==> config.mk <==
export PLATFORM = sky130hd
export DESIGN_NAME = sprite_fetch_sched
export DESIGN_NICKNAME = d
export VERILOG_FILES = /design/src/rtl/sprite_pkg.sv /design/src/rtl/sprite_priority_mux.sv /design/src/rtl/sprite_fetch_sched.sv
export SDC_FILE = /design/constraint.sdc
export NUM_CORES = 1
export LEC_CHECK = 0
export CORE_AREA = 5 5 188 190
export CTS_BUF_LIST = sky130_fd_sc_hd__clkbuf_2 sky130_fd_sc_hd__clkbuf_4 sky130_fd_sc_hd__clkbuf_8
export CTS_CLUSTER_SIZE = 24
export DETAILED_ROUTE_END_ITERATION = 7
export DIE_AREA = 0 0 193 195
export PLACE_DENSITY_LB_ADDON = 0.05
export RECOVER_POWER = 50
export SYNTH_ARGS = -nofsm -noshare
export SYNTH_HDL_FRONTEND = slang
export SYNTH_HIERARCHICAL = 1
export SYNTH_SLANG_ARGS = --single-unit
export TNS_END_PERCENT = 20
==> constraint.sdc <==
create_clock -name vga_clk -period 4.4 [get_ports vga_clk]
set_input_delay 0.44 -clock vga_clk [delete_from_list [all_inputs] [get_ports vga_clk]]
set_output_delay 0.44 -clock vga_clk [all_outputs]
set_load 0.01 [all_outputs]
==> src/rtl/sprite_pkg.sv <==
// Shared timing constants and types for the sprite fetch scheduler.
package sprite_pkg;

    localparam int unsigned H_VISIBLE = 640;
    localparam int unsigned H_TOTAL   = 800;
    localparam int unsigned V_VISIBLE = 480;
    localparam int unsigned V_TOTAL   = 525;

    typedef enum logic [1:0] {StIdle, StScan, StFetch, StFinish} sched_state_t;

    typedef logic [3:0] pix_idx_t;

endpackage

==> src/rtl/sprite_priority_mux.sv <==
// Combinational per-pixel sprite selection: lowest-indexed opaque sprite
// covering the current pixel wins.
module sprite_priority_mux
    import sprite_pkg::*;
#(
    parameter int unsigned NUM_SPRITES = 4,
    parameter int unsigned SPRITE_W    = 16
) (
    input  logic [9:0]                               draw_x_i,
    input  logic [9:0]                               draw_y_i,
    input  logic [NUM_SPRITES-1:0]                   line_valid_i,
    input  logic [NUM_SPRITES-1:0][9:0]              sprite_x_i,
    input  logic [NUM_SPRITES-1:0][SPRITE_W-1:0][3:0] line_buf_i,
    output logic [3:0]                               pix_index_o,
    output logic                                     pix_hit_o
);

    localparam int unsigned ColW = $clog2(SPRITE_W);

    logic        in_active;
    logic [10:0] col;
    pix_idx_t    pix;

    assign in_active = (draw_y_i < 10'(V_VISIBLE)) && (draw_x_i < 10'(H_VISIBLE));

    always_comb begin
        pix_index_o = '0;
        pix_hit_o   = 1'b0;
        col         = '0;
        pix         = '0;
        // Walk from lowest priority upward so the lowest index overwrites.
        for (int i = NUM_SPRITES - 1; i >= 0; i--) begin
            col = {1'b0, draw_x_i} - {1'b0, sprite_x_i[i]};
            pix = line_buf_i[i][col[ColW-1:0]];
            if (in_active && line_valid_i[i] && (col < 11'(SPRITE_W)) && (pix != '0)) begin
                pix_index_o = pix;
                pix_hit_o   = 1'b1;
            end
        end
    end

endmodule

==> src/rtl/sprite_fetch_sched.sv <==
// Sprite ROM fetch scheduler: fills per-sprite line buffers during hblank and
// emits the registered, priority-resolved sprite pixel during active video.
module sprite_fetch_sched
    import sprite_pkg::*;
#(
    parameter int unsigned NUM_SPRITES = 4,
    parameter int unsigned SPRITE_W    = 16,
    parameter int unsigned SPRITE_H    = 16,
    parameter int unsigned FRAME_W     = 4,
    parameter int unsigned ROM_AW      = 15
) (
    input  logic                              vga_clk,
    input  logic                              reset,
    input  logic [9:0]                        DrawX,
    input  logic [9:0]                        DrawY,
    input  logic [NUM_SPRITES-1:0]            sprite_en,
    input  logic [NUM_SPRITES-1:0][9:0]       sprite_x,
    input  logic [NUM_SPRITES-1:0][9:0]       sprite_y,
    input  logic [NUM_SPRITES-1:0][FRAME_W-1:0] sprite_frame,
    output logic [ROM_AW-1:0]                 rom_addr,
    input  logic [3:0]                        rom_q,
    output logic [3:0]                        pix_index,
    output logic                              pix_hit,
    output logic                              fetch_busy,
    output logic                              overrun
);

    localparam int unsigned IdxW = $clog2(NUM_SPRITES);
    localparam int unsigned ColW = $clog2(SPRITE_W);
    localparam int unsigned RowW = $clog2(SPRITE_H);

    sched_state_t             state_q, state_d;
    logic [IdxW-1:0]          idx_q, idx_d;
    logic [ColW-1:0]          col_q, col_d;
    logic [RowW-1:0]          row_q, row_d;
    logic [NUM_SPRITES-1:0]   line_valid_q, line_valid_d;
    logic                     overrun_q, overrun_d;
    logic                     cap_valid_q, cap_valid_d;
    logic [IdxW-1:0]          cap_idx_q;
    logic [ColW-1:0]          cap_col_q;
    pix_idx_t                 pix_index_q;
    logic                     pix_hit_q;
    logic [NUM_SPRITES-1:0][SPRITE_W-1:0][3:0] line_buf_q;

    logic [9:0]  next_y;
    logic [10:0] row_full;
    logic        row_visible;
    logic        last_idx;
    logic        abort;
    pix_idx_t    mux_index;
    logic        mux_hit;

    assign next_y      = (DrawY == 10'(V_TOTAL - 1)) ? '0 : DrawY + 10'd1;
    assign row_full    = {1'b0, next_y} - {1'b0, sprite_y[idx_q]};
    assign row_visible = sprite_en[idx_q] && (row_full < 11'(SPRITE_H));
    assign last_idx    = (idx_q == IdxW'(NUM_SPRITES - 1));
    // A fetch still running when the next line starts is abandoned.
    assign abort       = (state_q != StIdle) && (DrawX == '0);

    always_comb begin
        state_d      = state_q;
        idx_d        = idx_q;
        col_d        = col_q;
        row_d        = row_q;
        line_valid_d = line_valid_q;
        overrun_d    = 1'b0;
        cap_valid_d  = 1'b0;
        rom_addr     = '0;
        if (abort) begin
            state_d   = StIdle;
            overrun_d = 1'b1;
            for (int i = 0; i < NUM_SPRITES; i++) begin
                if (IdxW'(i) >= idx_q) line_valid_d[i] = 1'b0;
            end
        end else begin
            unique case (state_q)
                StIdle: begin
                    if (DrawX == 10'(H_VISIBLE)) begin
                        if (next_y < 10'(V_VISIBLE)) begin
                            state_d = StScan;
                            idx_d   = '0;
                        end else begin
                            line_valid_d = '0;
                        end
                    end
                end
                StScan: begin
                    line_valid_d[idx_q] = row_visible;
                    if (row_visible) begin
                        col_d   = '0;
                        row_d   = row_full[RowW-1:0];
                        state_d = StFetch;
                    end else if (last_idx) begin
                        state_d = StFinish;
                    end else begin
                        idx_d = idx_q + IdxW'(1);
                    end
                end
                StFetch: begin
                    rom_addr    = ROM_AW'(32'(sprite_frame[idx_q]) * (SPRITE_W * SPRITE_H)
                                          + 32'(row_q) * SPRITE_W + 32'(col_q));
                    cap_valid_d = 1'b1;
                    col_d       = col_q + ColW'(1);
                    if (col_q == ColW'(SPRITE_W - 1)) begin
                        if (last_idx) begin
                            state_d = StFinish;
                        end else begin
                            idx_d   = idx_q + IdxW'(1);
                            state_d = StScan;
                        end
                    end
                end
                StFinish: state_d = StIdle;
                default:  state_d = StIdle;
            endcase
        end
    end

    always_ff @(posedge vga_clk) begin
        if (reset) begin
            state_q      <= StIdle;
            idx_q        <= '0;
            col_q        <= '0;
            row_q        <= '0;
            line_valid_q <= '0;
            overrun_q    <= 1'b0;
            cap_valid_q  <= 1'b0;
            pix_index_q  <= '0;
            pix_hit_q    <= 1'b0;
        end else begin
            state_q      <= state_d;
            idx_q        <= idx_d;
            col_q        <= col_d;
            row_q        <= row_d;
            line_valid_q <= line_valid_d;
            overrun_q    <= overrun_d;
            cap_valid_q  <= cap_valid_d;
            pix_index_q  <= mux_index;
            pix_hit_q    <= mux_hit;
        end
    end

    // ROM data lands one cycle after its address; the tag tracks where it goes.
    always_ff @(posedge vga_clk) begin
        cap_idx_q <= idx_q;
        cap_col_q <= col_q;
        if (!reset && cap_valid_q && !abort) begin
            line_buf_q[cap_idx_q][cap_col_q] <= rom_q;
        end
    end

    sprite_priority_mux #(
        .NUM_SPRITES (NUM_SPRITES),
        .SPRITE_W    (SPRITE_W)
    ) u_mux (
        .draw_x_i     (DrawX),
        .draw_y_i     (DrawY),
        .line_valid_i (line_valid_q),
        .sprite_x_i   (sprite_x),
        .line_buf_i   (line_buf_q),
        .pix_index_o  (mux_index),
        .pix_hit_o    (mux_hit)
    );

    assign pix_index  = pix_index_q;
    assign pix_hit    = pix_hit_q;
    assign fetch_busy = (state_q != StIdle);
    assign overrun    = overrun_q;

endmodule

* Word level (Yosys, flattened, before mapping)
Cells that the tools add are included.
** Word-level totals
- Input bits :: 126
- Flip-flop bits (word level) :: 285
- Word-level logic and storage cells :: 229
- Output and inout bits :: 22
** Cells by class
- Equal/unequal tests :: 19
- Multiplexer cells :: 58
- Reduce and logical (&&, ||, !) cells :: 41
- $lt $le $gt $ge :: 22
- Bitwise operators :: 1
- Add/sub/neg operators :: 10
** Operators by type and width (count)
- 256-bit bitwise mux :: 1
- 64-bit demux with 2-bit select :: 1
- 4-bit binary-select mux with 4-bit select :: 4
- 64-bit two-way mux :: 1
- 4-bit two-way mux :: 14
- 11-bit by 5-bit less-than comparator with 1-bit output (second input constant) :: 5
- 10-bit by 10-bit subtractor with 11-bit output :: 5
- 14-bit two-way mux :: 2
- 4-bit by 5-bit less-than comparator with 1-bit output (second input constant) :: 5
- 2-bit two-way mux :: 11
- 10-bit binary-select mux with 2-bit select :: 1
- 10-bit == test (second input constant) :: 2
- 1-bit logical AND :: 20
- 10-bit by 9-bit less-than comparator with 1-bit output (second input constant) :: 2
- 10-bit two-way mux :: 2
- 4-bit AND reduction :: 5
- 4-bit demux with 4-bit select :: 1
- 4-bit case mux with 2 select lines :: 2
- 4-bit nonzero test :: 4
- 13-bit by 4-bit adder with 14-bit output :: 1
- 12-bit by 8-bit adder with 13-bit output :: 1
- 1-bit two-way mux :: 12
- 10-bit by 1-bit adder with 10-bit output (second input constant) :: 1
- 10-bit logical NOT :: 1
- other kinds (28) :: 47

* Depth between registers and ports, before layout
- Depth after elaboration :: 9
- Gate-level depth with buffers :: 14
- Gate-level depth less buffers :: 14

* Modules after synthesis
Netlist, hierarchy kept.
** Modules (own cells, without submodules)
- sprite_fetch_sched :: instances 1, area each 10720.3 um^2, sequential area each 8267.9 um^2, cells each 661
- sprite_priority_mux :: instances 1, area each 4139.0 um^2, sequential area each 0.0 um^2, cells each 410

* Worst setup path after synthesis
Ideal clock, no wire load.
- Kind :: reg2reg
- From :: register idx_q[0]
- To :: register row_q[2]
- Buffers on the path :: 2
- Required time :: 4.272 ns
- Slack :: 0.656 ns
- Arrival time :: 3.617 ns
- Stages on the path, launching flop included :: 14
- Period minus slack after synthesis :: 3.744 ns
- Library setup time :: 0.128 ns
- Path through :: dfxtp_1 > buf_4 > buf_1 > mux4_2 > ha_1 > fa_1 > nor2b_1 > o22ai_1 > mux2i_1 > a211oi_1 > nand4_2 > nor2_2 > mux2i_1 > nor2_1
** Between the ends
- Cells in the longest elaborated chain, start to end :: 6
- Elaborated cells on any way between the ends :: 8
- Those cells by class :: add/sub (1); order compare (1); mux (4); reduce/logical (2)
** RTL lines
- from (decl) :: RTL line sprite_fetch_sched.sv:33 : logic [IdxW-1:0] idx_q, idx_d;
- from (signal assigned) :: RTL line sprite_fetch_sched.sv:132 : idx_q <= idx_d;
- 10-bit binary-select mux with 2-bit select :: RTL line sprite_fetch_sched.sv:54 : assign row_full = {1'b0, next_y} - {1'b0, sprite_y[idx_q]};
- 10-bit two-way mux (implied by the code) :: RTL line sprite_fetch_sched.sv:54
- 10-bit by 10-bit subtractor with 11-bit output :: RTL line sprite_fetch_sched.sv:54
- 11-bit by 5-bit less-than comparator with 1-bit output :: RTL line sprite_fetch_sched.sv:55 : assign row_visible = sprite_en[idx_q] && (row_full < 11'(SPRITE_H));
- 1-bit logical AND :: RTL line sprite_fetch_sched.sv:55
- 3-bit AND reduction (no source line)
- to (signal assigned) :: RTL line sprite_fetch_sched.sv:134 : row_q <= row_d;
- to (decl) :: RTL line sprite_fetch_sched.sv:35 : logic [RowW-1:0] row_q, row_d;
Parallel ways exist; a longest one is shown, timed or not. The select of a mux whose other input is x is not followed.
A chain may end at the register's enable or synchronous reset.

* Final worst setup path
- From :: register idx_q[0]
- To :: register row_q[3]
The elaborated chain is that of the path after synthesis.

==> metrics.md <==
| Metric | Value |
|---|---|
| # clock sinks | 285 |
| Register bit count reported by yosys | 285 |
| Sequential share of the synthesized area | 55.6% |
| Synth-to-Final Area Change | 19.4% |
| First-pass GRT wire length | 58200 um |
| Die width | 193 um |
| Hold Crit Start | col_q[1] |
| Post-synthesis average cell area | 13.9 um2 |
| ANT cells | 0 |
| Cell Rows | 67 |
| Power Dens Cells | 349 nW/um2 |
| Nets | 1443 |
| Number of global-route vias before repair | 9734 |
| Reg2reg setup slack | 0.54 ns |
| Switching part of the total | 25.1% |
| Layout cell share with drive strength beyond 1 | 15.5% |
| Num CTS Buffers | 46 |
| Worst-Skew Late Latency | 0.55 ns |
| Top FF cell, synth | edfxtp_1 |
| CP arrival | 4.28 ns |
| Htree depth | 2 |
| Commonest non-fill, non-tap cells in the layout | edfxtp_1, clkdlybuf4s50_1, nor2_1 |
| Psw | 1550 uW |
| Slew Limit Fails | 248 |
| PortBufs | 144 |
| CTS tree | yes |
| Total global-route track usage | 20.1% |
| Layout Utilization | 53.3% |
| Via/cell ratio | 5.58 |
| Cell internal pwr | 4640 uW |
| Cell area after synthesis | 14900 um2 |
| Pre-Repair DR Iteration Count | 5 |
| CTS Buffer Depth | 3 |
| Violated checks | capacitance limit, slew limit |
| Clock transition at path regs | 0.06 ns |
| Final Hold Vio Count | 0 |
| Fmax | 259 MHz |
| Power share of the clock group | 35.1% |
| Detail Placement HPWL | 27700 um |
| Crit share post-route | 87.7% |
| Total I/O pin count | 148 |
| DIE AREA | 37600 um2 |
| Via count | 9660 |
| Yosys cell types | 82 |
| Setup Viol. Count Final | 0 |
| Worst vdd ir | 273 uV |
| EDFF count, synth | 256 |
| Tmin final | 3.86 ns |
| Detailed Route WL | 38400 um |
| Static Leak | 0.00617 uW |
| Post_cts resized | 0 |
| Most common cell after layout, fill and taps aside | edfxtp_1 |
| Final Skew | 0.0109 ns |
| Status | finished, violations left |
| Sum Neg Setup Slack | 0 ns |
| Worst min path class | register to register |
| Reg2reg path depth | 11 |
| Antenna-violating nets left | 0 |
| Hold Path Stages | 0 |
| Worst setup SP type | register |
| Hold WS | 0.419 ns |
| Critical Path RT | 4.82 ns |
| Post-CTS Setup Repair Bufs | 0 |
| GRT Residual Overflow | 0 |
| Slew margin rel. | -90.7% |
| Clk root buf | clkbuf_8 |
| DR iter-0 viols | 542 |
| RR Startpoint | idx_q[0] |
| Routability cong. | 0.848 |
| Largest net degree at the start of global routing | 65 |
| Synth Instances | 1071 |
| Crit path max fanout | 11 |
| Initial antenna violation count | 0 |
| DR WL/cell | 22.2 um |
| Initial Utilization | 44.6% |
| Flop pwr share | 47.7% |
| R2R Path End | row_q[3] |
| Filler cells | 2890 |
| Asr flop ratio synth | 0% |
| Die Y | 195 um |
| Combinational power share | 17.2% |
| Worst slew pin tran | 2.86 ns |
| Setup CP Type | register to register |
| Crit end category | register |
| Drc violations | 0 |
| Unrepaired setup endpoints after global routing | no |
| Number of max-cap violations | 4 |
| Core Region | 33300 um2 |
| Hold EP | cap_col_q[1] |
| CTS Hold Buffers Added | 0 |
| Yosys warns | 6 |
[cells in the mapped netlist (all sizes together), types with 7 or more instances]
cell / count / area (um2)
edfxtp: 256 / 7690
nor2: 99 / 377
mux4: 87 / 2010
inv: 74 / 278
ha: 61 / 763
a21oi: 39 / 195
nand2: 39 / 146
o21ai: 31 / 155
dfxtp: 29 / 581
buf: 24 / 168
clkbuf: 19 / 71.3
nand3: 19 / 95.1
nor2b: 19 / 119
nand4: 18 / 119
and3: 17 / 106
nor3: 17 / 95.1
nor4: 16 / 121
o211ai: 16 / 120
xnor2: 14 / 123
mux2i: 13 / 130
o21a: 13 / 98.9
a211oi: 11 / 87.6
xor2: 11 / 96.3
a21o: 10 / 75.1
a31oi: 9 / 56.3
nand2b: 8 / 50.1
o2111ai: 8 / 70.1
o31ai: 7 / 52.6
[area by class of cell]
type                       count  area (um2)  area share, %
clock buffer                  67         810           4.56
clock inverter                14        63.8          0.360
inverter                      74         278           1.57
multi-input combinational    671        6080           34.3
sequential                   285        8270           46.6
tap                          448         561           3.16
timing repair buffer         173        1690           9.50
[per-layer routing]
layer | GRT usage, % | vias up | wire length [um]
met2 | 31.5 | 319 | 17600
met3 | 3.62 | 56 | 2560
met1 | 29.7 | 4704 | 17600
met5 | 0 | - | 0
li1 | - | 4581 | -
met4 | 4.41 | 0 | 685
[power groups by stage]
| stage | Combinational [uW] | Sequential, uW | Clock [uW] |
|---|---|---|---|
| after floorplan | 663 | 3010 | 0 |
| after global placement | 1060 | 3010 | 0 |
| after detailed placement | 1070 | 3010 | 0 |
| after CTS | 1070 | 2950 | 2240 |
| after global routing | 1160 | 2950 | 2370 |
| final | 1070 | 2950 | 2180 |
[cell families after synthesis]
| family | share of synthesized area [%] |
|---|---|
| muxes | 14.7 |
| AOI/OAI and AO/OA | 8.50 |
| and+or+nand+nor | 10.4 |
| xor gates and xnor gates | 1.47 |
| adders and majority gates | 5.81 |
| buffers and inverters | 3.48 |
| other | 0.0252 |
| DFF | 55.6 |
[registers in the layout, indices dropped and copies added (netlist names)]
name,count
pix_index,4
overrun,1
cap_idx_q,2
line_valid_q,4
row_q,4
state_q,2
line_buf_q,256
cap_valid_q,1
idx_q,2
cap_col_q,4
pix_hit,1
col_q,4
[worst max-delay path: stages (launching register included)]
cell and delay, ns:
dfxtp_1 0.75, mux4_2 0.62, ha_1 0.24, fa_1 0.41, nor2b_1 0.21, o22ai_1 0.14, mux2i_1 0.15, a211oi_1 0.26
nand4_2 0.33, nor2_2 0.36, mux2i_1 0.22, nor2_1 0.05
[worst max path at each step]
stage	startpoint	to	slack, ns	cells after the start
final	idx_q[0]	row_q[3]	0.54	11
after floorplan	idx_q[0]	row_q[2]	0.66	13
after global routing	idx_q[0]	col_q[2]	0.18	11
after CTS	idx_q[0]	col_q[2]	0.45	11
after detailed placement	DrawY[0]	row_q[3]	0.14	15
after global placement	DrawX[0]	pix_index[3]	0.18	14
[stage by stage]
stage               setup WS, ns  total power (uW)  instances  cell area [um2]
floorplan                  0.656              3670       1073            14900
global placement           0.181              4060       1651            16900
detailed placement         0.136              4070       1651            16900
CTS                        0.446              6260       1732            17800
global route               0.180              6480       1732            17700
finish                     0.542              6190       1732            17700
(Power assumes the default switching activity.)
